<file path="src/rtl/cpu_fetch_stage.sv">
// Moxie instruction-fetch stage: streams imem words into a halfword prefetch FIFO,
// assembles 16-bit opcodes with optional 32-bit immediates and presents one per cycle.
module cpu_fetch_stage #(
    parameter logic [31:0] RESET_PC   = 32'h0000_1000,
    parameter int unsigned FIFO_DEPTH = 8
) (
    input  logic        clk_i,
    input  logic        rst_i,
    input  logic        branch_flag_i,
    input  logic [31:0] branch_target_i,
    input  logic        stall_i,
    input  logic [31:0] imem_data_i,
    output logic [31:0] imem_address_o,
    output logic [15:0] opcode,
    output logic [31:0] operand,
    output logic        valid,
    output logic [31:0] PC_o
);

    localparam int PTR_W = $clog2(FIFO_DEPTH);
    localparam int CNT_W = PTR_W + 1;

    typedef logic [PTR_W-1:0] ptr_t;
    typedef logic [CNT_W-1:0] cnt_t;

    logic [15:0] fifo_q [FIFO_DEPTH];
    ptr_t        rd_ptr_q, wr_ptr_q;
    cnt_t        count_q;
    logic [31:0] fetch_addr_q, dec_pc_q;
    logic        inflight_q, drop_hi_q;
    logic [15:0] opcode_q;
    logic [31:0] operand_q, pc_q;
    logic        valid_q;

    logic [15:0] h0, h1, h2;
    logic        head_long, complete, pop, issue, push_en;
    cnt_t        pop_n, push_n, free_slots;

    function automatic logic is_long(input logic [15:0] h);
        if (h[15]) return 1'b0;
        case (h[15:8])
            8'h01, 8'h03, 8'h08, 8'h09, 8'h0C, 8'h0D, 8'h1A, 8'h1B, 8'h1D,
            8'h1F, 8'h20, 8'h22, 8'h24, 8'h30, 8'h36, 8'h37, 8'h38, 8'h39:
                return 1'b1;
            default:
                return 1'b0;
        endcase
    endfunction

    // NOTE: every always_comb output gets a default first so no path can infer a latch.
    always_comb begin
        h0         = fifo_q[rd_ptr_q];
        h1         = fifo_q[rd_ptr_q + ptr_t'(1)];
        h2         = fifo_q[rd_ptr_q + ptr_t'(2)];
        head_long  = is_long(h0);
        complete   = (count_q >= cnt_t'(3)) || ((count_q != '0) && !head_long);
        pop        = !branch_flag_i && !stall_i && complete;
        pop_n      = '0;
        if (pop) pop_n = head_long ? cnt_t'(3) : cnt_t'(1);
        push_en    = inflight_q && !rst_i && !branch_flag_i;
        push_n     = '0;
        if (inflight_q) push_n = drop_hi_q ? cnt_t'(1) : cnt_t'(2);
        free_slots = cnt_t'(FIFO_DEPTH) - count_q;
        // Reserve room for the word already in flight plus the one about to be requested.
        issue      = !branch_flag_i &&
                     (free_slots >= (inflight_q ? cnt_t'(4) : cnt_t'(2)));
    end

    // NOTE: the FIFO storage is not reset; count_q and the pointers alone define its contents.
    always_ff @(posedge clk_i) begin
        if (push_en) begin
            if (drop_hi_q) begin
                fifo_q[wr_ptr_q] <= imem_data_i[15:0];
            end else begin
                fifo_q[wr_ptr_q]              <= imem_data_i[31:16];
                fifo_q[wr_ptr_q + ptr_t'(1)]  <= imem_data_i[15:0];
            end
        end
    end

    // NOTE: sequential state uses non-blocking assignments so every register samples pre-edge values.
    always_ff @(posedge clk_i) begin
        if (rst_i) begin
            rd_ptr_q     <= '0;
            wr_ptr_q     <= '0;
            count_q      <= '0;
            inflight_q   <= 1'b0;
            drop_hi_q    <= RESET_PC[1];
            fetch_addr_q <= RESET_PC & ~32'd3;
            dec_pc_q     <= RESET_PC;
            opcode_q     <= '0;
            operand_q    <= '0;
            pc_q         <= '0;
            valid_q      <= 1'b0;
        end else if (branch_flag_i) begin
            rd_ptr_q     <= '0;
            wr_ptr_q     <= '0;
            count_q      <= '0;
            inflight_q   <= 1'b0;
            drop_hi_q    <= branch_target_i[1];
            fetch_addr_q <= branch_target_i & ~32'd3;
            dec_pc_q     <= branch_target_i & ~32'd1;
            valid_q      <= 1'b0;
        end else begin
            if (push_en) begin
                wr_ptr_q  <= wr_ptr_q + ptr_t'(push_n);
                drop_hi_q <= 1'b0;
            end
            rd_ptr_q   <= rd_ptr_q + ptr_t'(pop_n);
            count_q    <= count_q - pop_n + push_n;
            inflight_q <= issue;
            if (issue) fetch_addr_q <= fetch_addr_q + 32'd4;
            if (!stall_i) begin
                valid_q <= complete;
                if (complete) begin
                    opcode_q  <= h0;
                    operand_q <= head_long ? {h1, h2} : 32'd0;
                    pc_q      <= dec_pc_q;
                    dec_pc_q  <= dec_pc_q + (head_long ? 32'd6 : 32'd2);
                end
            end
        end
    end

    assign imem_address_o = fetch_addr_q;
    assign opcode         = opcode_q;
    assign operand        = operand_q;
    assign valid          = valid_q;
    assign PC_o           = pc_q;

endmodule

</file>
<file path="config.mk">
export PLATFORM = sky130hd
export DESIGN_NAME = cpu_fetch_stage
export DESIGN_NICKNAME = d
export VERILOG_FILES = /design/src/rtl/cpu_fetch_stage.sv
export SDC_FILE = /design/constraint.sdc
export NUM_CORES = 1
export LEC_CHECK = 0
export BUFFER_PORTS_ARGS = -buffer_cell sky130_fd_sc_hd__buf_2
export CAP_MARGIN = 15
export CORE_ASPECT_RATIO = 1.25
export CORE_MARGIN = 2
export CORE_UTILIZATION = 59
export CTS_CLUSTER_DIAMETER = 60
export DETAILED_ROUTE_END_ITERATION = 8
export MAX_ROUTING_LAYER = met4
export PLACE_DENSITY_LB_ADDON = 0.25
export RECOVER_POWER = 50
export SYNTH_ARGS = -nofsm -noshare
export SYNTH_HDL_FRONTEND = slang
export SYNTH_SLANG_ARGS = --single-unit
</file>
<file path="constraint.sdc">
create_clock -name clk_i -period 5.9 [get_ports clk_i]
set_input_delay 1.18 -clock clk_i [delete_from_list [all_inputs] [get_ports clk_i]]
set_output_delay 1.18 -clock clk_i [all_outputs]
set_load 0.05 [all_outputs]
</file>
After elaboration in Yosys (flattened, before gate mapping)
Memory sizes are Yosys's and may differ from the RTL's. A register that Yosys moved wholly into a read port is not among the register bits. Cells that the tools add are included.

Flip-flop bits (word level): 157. Memory bits (writable): 128. ROM bits: 64. Word-level logic and storage cells: 77. Memories: 2.

Memory list: fifo_q (depth 8, bits a word 16, rd ports 3, clocked after Yosys merged registers in 1, wr ports 2, line 26) `logic [15:0] fifo_q [FIFO_DEPTH];`; (no name shown) (depth 64, bits a word 1, rd ports 1, clocked after Yosys merged registers in 0, wr ports 0, line 41) `case (h[15:8])`.

Add/sub/neg operators: 10. $lt $le $gt $ge: 2. Equality and inequality tests: 1. Mux-type cells: 26. Bitwise operators: 3. Reduce and logical (&&, ||, !) cells: 20.

Operators by type and width (count): $mux 32 (6); $add 32x3->32 (1); $add 32x3->32 const B (1); $mux 16 (1); $mux 1 (12); $mux 3 (3); $mux 2 (4); $add 3x1->3 const B (2); $add 3x3->3 (2); $logic_and 1x1->1 (6); $reduce_bool 2->1 (3); $add 4x4->4 (1); $ge 4x2->1 const B (1); $ge 4x3->1 (1); $logic_not 1->1 (4); $reduce_and 2->1 (2); $reduce_bool 4->1 (1); $sub 4x4->4 (1); $sub 4x4->4 const A (1); $add 3x2->3 const B (1); $reduce_and 3->1 (1); $logic_not 2->1 (1); $ne 2x2->1 const B (1); $not 1->1 (2); 3 further kinds (3).

Longest topological paths before layout
Gate-level depths: netlist of the first run.

Depth after elaboration: 10. Mapped depth: 18. Gate-level depth less buffers: 14.

Worst setup path before layout of the first run
No wires, ideal clock.

Kind: flip-flop to flip-flop. From: register rd_ptr_q[0] (netlist name). To: register count_q[3]. Setup time: 0.128 ns. Arrival time: 4.083 ns. Data required time: 5.772 ns. Path slack: 1.689 ns. Stages on the path, launching flop included: 18. Buffers on the path: 3. Clock period less this slack: 4.211 ns. Cell sequence: dfxtp_1 > buf_4 > mux4_2 > mux2_2 > nor4_1 > a2bb2oi_1 > a211oi_2 > or2_1 > buf_2 > buf_4 > nor3_1 > fa_1 > inv_1 > ha_1 > a21o_1 > a21oi_1 > xnor2_1 > nor2_1.

RTL lines: end signal: assignment (line 110) `count_q <= count_q - pop_n + push_n;`; end: declaration (line 28) `cnt_t count_q;`.

==> out/qor.csv, run 1 <==
stage,metric,value,unit
outcome,outcome,"finished, violations left",
outcome,violations,"capacitance limit, slew limit",
floorplan,core,0.0251,mm²
floorplan,dieHeight,183,µm
drt,drt_iter0_markers,1053,
drt,vias_per_cell,6.34,
hold_path,hp-class,register to register,
clock_tree,path_clk_slew,0.06,ns
synth,synth_seq_cells,281,
placed_design,port_buffers,176,
synth,syn_area,0.0150,mm²
synth,synth_mux_area_share,18.9,%
clock_tree,cts_tree,yes,
sta,max_freq,0.185,GHz
clock_tree,clock_latency,0.55,ns
synth,syn_inst,1411,
global_routing,antenna_found_initial,0,
final_layout,n_fill_cell,2007,
placed_design,postPlaceCellArea,0.0162,mm²
sta,finClkSkew,0.0102,ns
synth,synth_edf_count,128,
floorplan,die-area,0.0268,mm²
critical_path,path_max_fanout,58,
placed_design,dp_slack,0.877,ns
synth,syn-mean-instance-area,10.7,µm²
power_and_ir_drop,power,5.36,mW
synth,synth_top_family_by_area,multiplexers,
final_layout,drive_above_1_share,15.8,%
synth,synth_cell_types,66,
sta,slew_viol_final,161,
clock_tree,clockBufferDepth,3,
synth,synthAdderAreaFrac,2.00,%
drt,drt_pass1_iterations,8,
final_layout,design_area,0.0170,mm²
clock_tree,cts_root_buffer,clkbuf_16,
power_and_ir_drop,vdd_drop_max,0.228,mV
sta,rsz0062_at_grt,no,
drt,avgRoutedWirePerCell,21.5,µm
sta,fin_ws,0.496,ns
synth,ys_async_sr_fraction,0,%
synth,yosys.area_share.simple,12.0,%
drt,remaining_drc_errors,0,
sta,finalSetupTns,0,ns
drt,wl,40600,µm
floorplan,start_util,59.9,%
global_routing,grt_pass1_vias,11826,
job,cap_violations,5,
placed_design,post-dp-hpwl,27500,µm
critical_path,arrival,5.82,ns
sta,final.min_clock_period,5.40,ns
synth,ys_warn_count,0,
clock_tree,cts.htree.levels,1,
global_routing,grt_pass1_wl,64000,µm
floorplan,ios,181,
final_layout,regArea,0.00691,mm²
clock_tree,cts-resized-gates,0,
synth,ys_seq_area_share,45.9,%
sta,period_share,91.6,%
power_and_ir_drop,power_density,315,mW/mm²
final_layout,final_cells,1891,
floorplan,fp.dieW,147,µm
critical_path,worst_setup_path_end_kind,register,
clock_tree,postCtsSetupBuffers,0,
final_layout,multi_input_area,0.00750,mm²
clock_tree,cts.sinks,281,
final_layout,syn2layout_area_growth,12.9,%
critical_path,path_class,primary input to register,
final_layout,final_nets,1623,
placed_design,place.gp.congestion,0.866,
sta,finalSetupViolations,0,
placed_design,place_inst,1838,
critical_path,worst_setup_path_start_kind,primary input,
sta,relSlewSlack,-86.0,%
sta,hold_violations,0,
sta,tightest_slew,2.79,ns
synth,synth_compound_area_share,14.1,%
synth,synthXorXnorAreaFrac,2.33,%
critical_path,worstPathRequired,6.31,ns
synth,ys.flop_type,dfxtp_1,
power_and_ir_drop,leakage,5.88,nW
clock_tree,cts-buffers-inserted,28,
final_layout,antenna_cells,0,
drt,via_count,11997,
floorplan,rows,65,
global_routing,overflow,0,
global_routing,grt_max_degree,71,
clock_tree,ctsHoldBuffers,0,
global_routing,track_usage,31.1,%
drt,antenna_left,0,
[flip-flops by register name (all words and copies together), names as in the netlist]
register / count
inflight_q: 1
PC_o: 31
rd_ptr_q: 3
drop_hi_q: 1
dec_pc_q: 31
fifo_q: 128
count_q: 4
imem_address_o: 30
operand: 32
valid: 1
wr_ptr_q: 3
opcode: 16
[worst paths after layout]
| kind | to | slack, ns | start | cells after the start |
|---|---|---|---|---|
| worst max-delay path | operand[25] | 0.50 | rst_i | 6 |
| worst min-delay path | valid | 0.46 | valid | 2 |
| worst max register to register | dec_pc_q[14] | 0.83 | rd_ptr_q[1] | 15 |
| worst min register to register | valid | 0.46 | valid | 2 |
[critical path, stage by stage]
cell       delay, ns
clkbuf_1        1.07
clkbuf_1        2.06
or2_0           0.72
or4b_1          0.21
buf_4           0.39
o2bb2ai_1       0.15
[cell usage after synthesis (all sizes together), types with 3 or more instances]
cell       n  share of area [%]
a21boi    18               0.90
a21oi    159                5.3
o21a       4               0.20
o21bai     5               0.25
inv       53                1.3
nor2b      4               0.17
a311oi    15               0.91
xnor2     20                1.2
and3      16               0.67
ha        16                1.3
o2bb2ai   33                1.9
fa         5               0.67
xor2      20                1.2
nor4       9               0.37
nor2     210                5.2
nand2     44                1.1
clkbuf    76                1.9
a211oi    32                1.6
o31a      11               0.64
and2       8               0.33
edfxtp   128                 26
and4      12               0.70
o31ai     13               0.65
mux2       5               0.37
nand2b     6               0.25
o311a      5               0.33
dfxtp    153                 20
buf       47                1.4
or2        3               0.12
mux2i     89                6.0
nand3     25               0.83
a31oi      4               0.17
or3        5               0.21
nand4     13               0.54
or4        3               0.15
nor3      22               0.76
mux4      84                 13
o21ai     12               0.40
[cells by family (layout without fill, tap and decap cells)]
group	after synthesis	count (layout)
simple gates	389	389
compound gates	324	324
flops	281	281
mux	178	178
buf+inv	177	320
xor+xnor	40	40
fa+ha+maj	21	21
other cells	1	3
[where the power goes]
part	internal [mW]	leakage (nW)	total, mW	switching, mW
registers	2.16	2.40	2.27	0.107
logic	0.447	3.02	1.26	0.816
clock network	1.07	0.453	1.83	0.757
[metal layers]
metal,wire length [µm],GRT usage (%),vias up
met4,1710,13.5,0
met5,0,-,-
li1,-,-,5498
met2,20300,52.5,634
met1,14900,38.2,5750
met3,3640,3.40,115
[through the flow]
stage | hold slack, ns | util [%]
after CTS | 0.460 | 68.2
after global placement | 0.442 | 64.5
final | 0.460 | 67.6
after global routing | 0.477 | 67.6
after floorplan | 0.478 | -
after detailed placement | 0.441 | 64.5
[cells in the final DEF, fill, tap and decap left out, drive strengths merged, types with 4 or more instances in the layout]
cell,instances
nor3,22
ha,16
mux2,5
nand3,25
nand2,44
mux4,84
inv,54
nand2b,6
nand4,13
nor2,210
o31a,11
o21a,4
and3,16
xor2,20
dfxtp,153
fa,5
o2bb2ai,33
o21bai,5
a31oi,4
a211oi,32
clkbuf,156
a311oi,15
buf,98
nor2b,4
and2,8
o311a,5
o21ai,12
mux2i,89
a21oi,159
clkinv,6
a21boi,18
or3,5
nor4,9
o31ai,13
edfxtp,128
and4,12
xnor2,20
[cell type report]
cell class / count / area share, %
repair buffers: 214 / 6.01
clock inverters: 12 / 0.818
clock buffers: 40 / 4.70
flip-flops and latches: 281 / 40.7
inverters: 54 / 1.19
well taps: 335 / 2.47
multi-input cells: 955 / 44.1
(Power assumes the default switching activity.)
==> run 2, diff against run 1 <==
Settings changed: PLACE_DENSITY from default to 0.9, PLACE_DENSITY_LB_ADDON 0.25 to default.
==> out/qor.csv, run 2 (same netlist as run 1, synthesis figures left out) <==
stage,metric,value,unit,change
global_routing,grt_pass1_vias,12345,,+4.4%
outcome,outcome,"finished, violations left",,
sta,finClkSkew,0.0296,ns,+0.0194 ns
drt,drt_iter0_markers,1457,,+38%
drt,drt-met1-wl,14600,µm,-2.3%
critical_path,worstPathRequired,6.30,ns,about the same
power_and_ir_drop,leakage,5.89,nW,+0.20%
sta,finalSetupViolations,0,,unchanged
drt,antenna_left,0,,unchanged
drt,wl_met3,4330,µm,+19%
sta,slew_viol_final,250,,+55%
sta,rsz0062_at_grt,no,,
floorplan,dieHeight,183,µm,unchanged
sta,max_freq,0.185,GHz,-0.29%
clock_tree,cts.htree.levels,1,,unchanged
hold_path,hp-class,register to register,,
critical_path,crit_start,rst_i,,
sta,period_share,91.9,%,+0.27 points
power_and_ir_drop,comb_power_share,22.8,%,-0.8 points
critical_path,path_max_fanout,90,,+55%
clock_tree,cts.sinks,281,,unchanged
drt,remaining_drc_errors,0,,unchanged
sta,relSlewSlack,-188,%,-100 points
clock_tree,cts-resized-gates,0,,unchanged
final_layout,largest_register_ffs,128,,unchanged
drt,avgRoutedWirePerCell,22.6,µm,+5.3%
global_routing,antenna_found_initial,0,,unchanged
final_layout,max_flop_register,fifo_q,,
outcome,violations,"capacitance limit, slew limit",,
drt,drt_pass1_iterations,8,,unchanged
hold_path,hold_start,valid,,
sta,finalSetupTns,0,ns,unchanged
power_and_ir_drop,netSwitchingFraction,31.3,%,-0.099 points
power_and_ir_drop,p_clk_share,36.1,%,+2.0 points
final_layout,syn2layout_area_growth,13.1,%,
critical_path,reg2reg_slack,0.88,ns,+0.05 ns
critical_path,path_cells,buf_2 -> clkbuf_1 -> or2_0 -> or4b_1 -> buf_4 -> o2bb2ai_1,,
power_and_ir_drop,power_density,325,mW/mm²,+3.1%
floorplan,fp.dieW,147,µm,unchanged
floorplan,rows,65,,unchanged
power_and_ir_drop,seqPwrFrac,41.1,%,-1.2 points
critical_path,arrival,5.82,ns,about the same
critical_path,crit_family,buffers and inverters,,
global_routing,track_usage,32.0,%,+0.88 points
clock_tree,cts-buffers-inserted,29,,+3.6%
placed_design,port_buffers,176,,unchanged
placed_design,place.gp.congestion,0.880,,+1.6%
clock_tree,postCtsSetupBuffers,0,,unchanged
drt,vias_per_cell,6.58,,+3.7%
critical_path,worst_setup_path_end_kind,register,,
final_layout,n_fill_cell,1842,,-8.2%
floorplan,ios,181,,unchanged
final_layout,final_nets,1618,,-0.31%
clock_tree,path_clk_slew,0.07,ns,about the same
power_and_ir_drop,p_sw,1.73,mW,+3.0%
power_and_ir_drop,vdd_drop_max,0.238,mV,+4.3%
critical_path,worst-path-buf-inv,3,,unchanged
drt,wl,42700,µm,+5.1%
floorplan,die-area,0.0268,mm²,unchanged
final_layout,layout_commonest_cell,nor2_1,,
drt,wl_met2,21600,µm,+6.3%
final_layout,layout_common_cells,"nor2_1 (208), a21oi_1 (159), dfxtp_1 (151)",,
power_and_ir_drop,p_int,3.80,mW,+3.5%
drt,routed.top_layer,met4,,
floorplan,core,0.0251,mm²,unchanged
final_layout,drive_above_1_share,15.5,%,-0.34 points
clock_tree,cts_tree,yes,,
job,cap_violations,7,,+2
sta,tightest_slew,4.31,ns,+1.52 ns
clock_tree,clockBufferDepth,3,,unchanged
critical_path,slowest_delay,3.02,ns,+0.96 ns
clock_tree,cts_root_buffer,clkbuf_16,,
placed_design,dp_slack,1.01,ns,+0.133 ns
drt,via_count,12417,,+3.5%
clock_tree,ctsHoldBuffers,0,,unchanged
placed_design,post-dp-hpwl,27800,µm,+1.3%
critical_path,path_class,primary input to register,,
global_routing,grt_max_degree,91,,+28%
critical_path,cpMaxStageDelayCell,clkbuf_1,,
floorplan,start_util,59.9,%,unchanged
critical_path,worstReg2RegStart,rd_ptr_q[2],,
global_routing,overflow,0,,unchanged
critical_path,worst_setup_path_start_kind,primary input,,
global_routing,grt_pass1_wl,65900,µm,+3.0%
sta,fin_ws,0.480,ns,-0.0157 ns
sta,hold_violations,0,,unchanged
clock_tree,clock_latency,0.56,ns,about the same
sta,final.min_clock_period,5.42,ns,+0.0157 ns
-- run 2: cell types whose count changed in the layout (fill, tap and decap cells not counted), sizes merged --
| cell | change |
|---|---|
| clkinvlp | -3 |
| inv | -1 |
| clkbuf | +2 |
| diode | +1 |
| clkinv | +6 |
| buf | -11 |
| bufinv | +2 |
-- run 2: power by group through the flow --
stage | clock network (mW) | logic, mW | registers (mW)
2_1_floorplan | 0 | 0.757 | 2.50
3_3_place_gp | 0 | 1.21 | 2.30
3_5_place_dp | 0 | 1.25 | 2.31
4_1_cts | 2.00 | 1.26 | 2.27
5_1_grt | 2.07 | 1.36 | 2.29
6_report | 2.00 | 1.26 | 2.28
-- run 2: worst reg2reg max path, cell delays in order (launching register included) --
cell and delay (ns):
dfxtp_2 0.76, mux4_2 0.46, mux2_2 0.31, nor4_1 0.53, a2bb2oi_1 0.22, a211oi_2 0.59
or2_1 0.18, buf_4 0.22, nor3_1 0.11, fa_1 0.60, inv_1 0.06, ha_1 0.29
a21o_1 0.17, a21oi_1 0.17, xnor2_1 0.14, nor2_1 0.06
-- run 2: final cells by class --
class | count | area [µm²] | share of cell area [%]
Tap cell | 335 | 419 | 2.46
Clock buffer | 37 | 820 | 4.81
Multi-Input combinational cell | 955 | 7490 | 44.0
Antenna cell | 1 | 2.50 | 0.0147
Clock inverter | 16 | 226 | 1.33
Inverter | 54 | 203 | 1.19
Timing Repair Buffer | 208 | 955 | 5.61
Sequential cell | 281 | 6910 | 40.6
-- run 2: path summary, 6_finish.rpt --
kind | to | depth (start not counted)
worst max-delay path | operand[25] | 6
worst min-delay path | valid | 2
worst max register to register | count_q[3] | 15
worst min register to register | valid | 2
-- run 2: metrics by stage --
stage / cell area, µm² / util (%) / instances / total power, mW / hold WS, ns
2_1_floorplan: 15100 / - / 1413 / 3.25 / 0.478
3_3_place_gp: 16200 / 64.3 / 1832 / 3.51 / 0.439
3_5_place_dp: 16200 / 64.3 / 1832 / 3.56 / 0.441
4_1_cts: 17200 / 68.4 / 1885 / 5.54 / 0.454
5_1_grt: 17000 / 67.7 / 1886 / 5.72 / 0.477
6_report: 17000 / 67.7 / 1887 / 5.53 / 0.459
-- run 2: per-layer routing --
metal / global-route usage [%] / vias to the layer above
li1: - / 5478
met1: 36.8 / 5894
met2: 55.5 / 843
met3: 4.50 / 202
met4: 15.0 / 0
met5: - / -
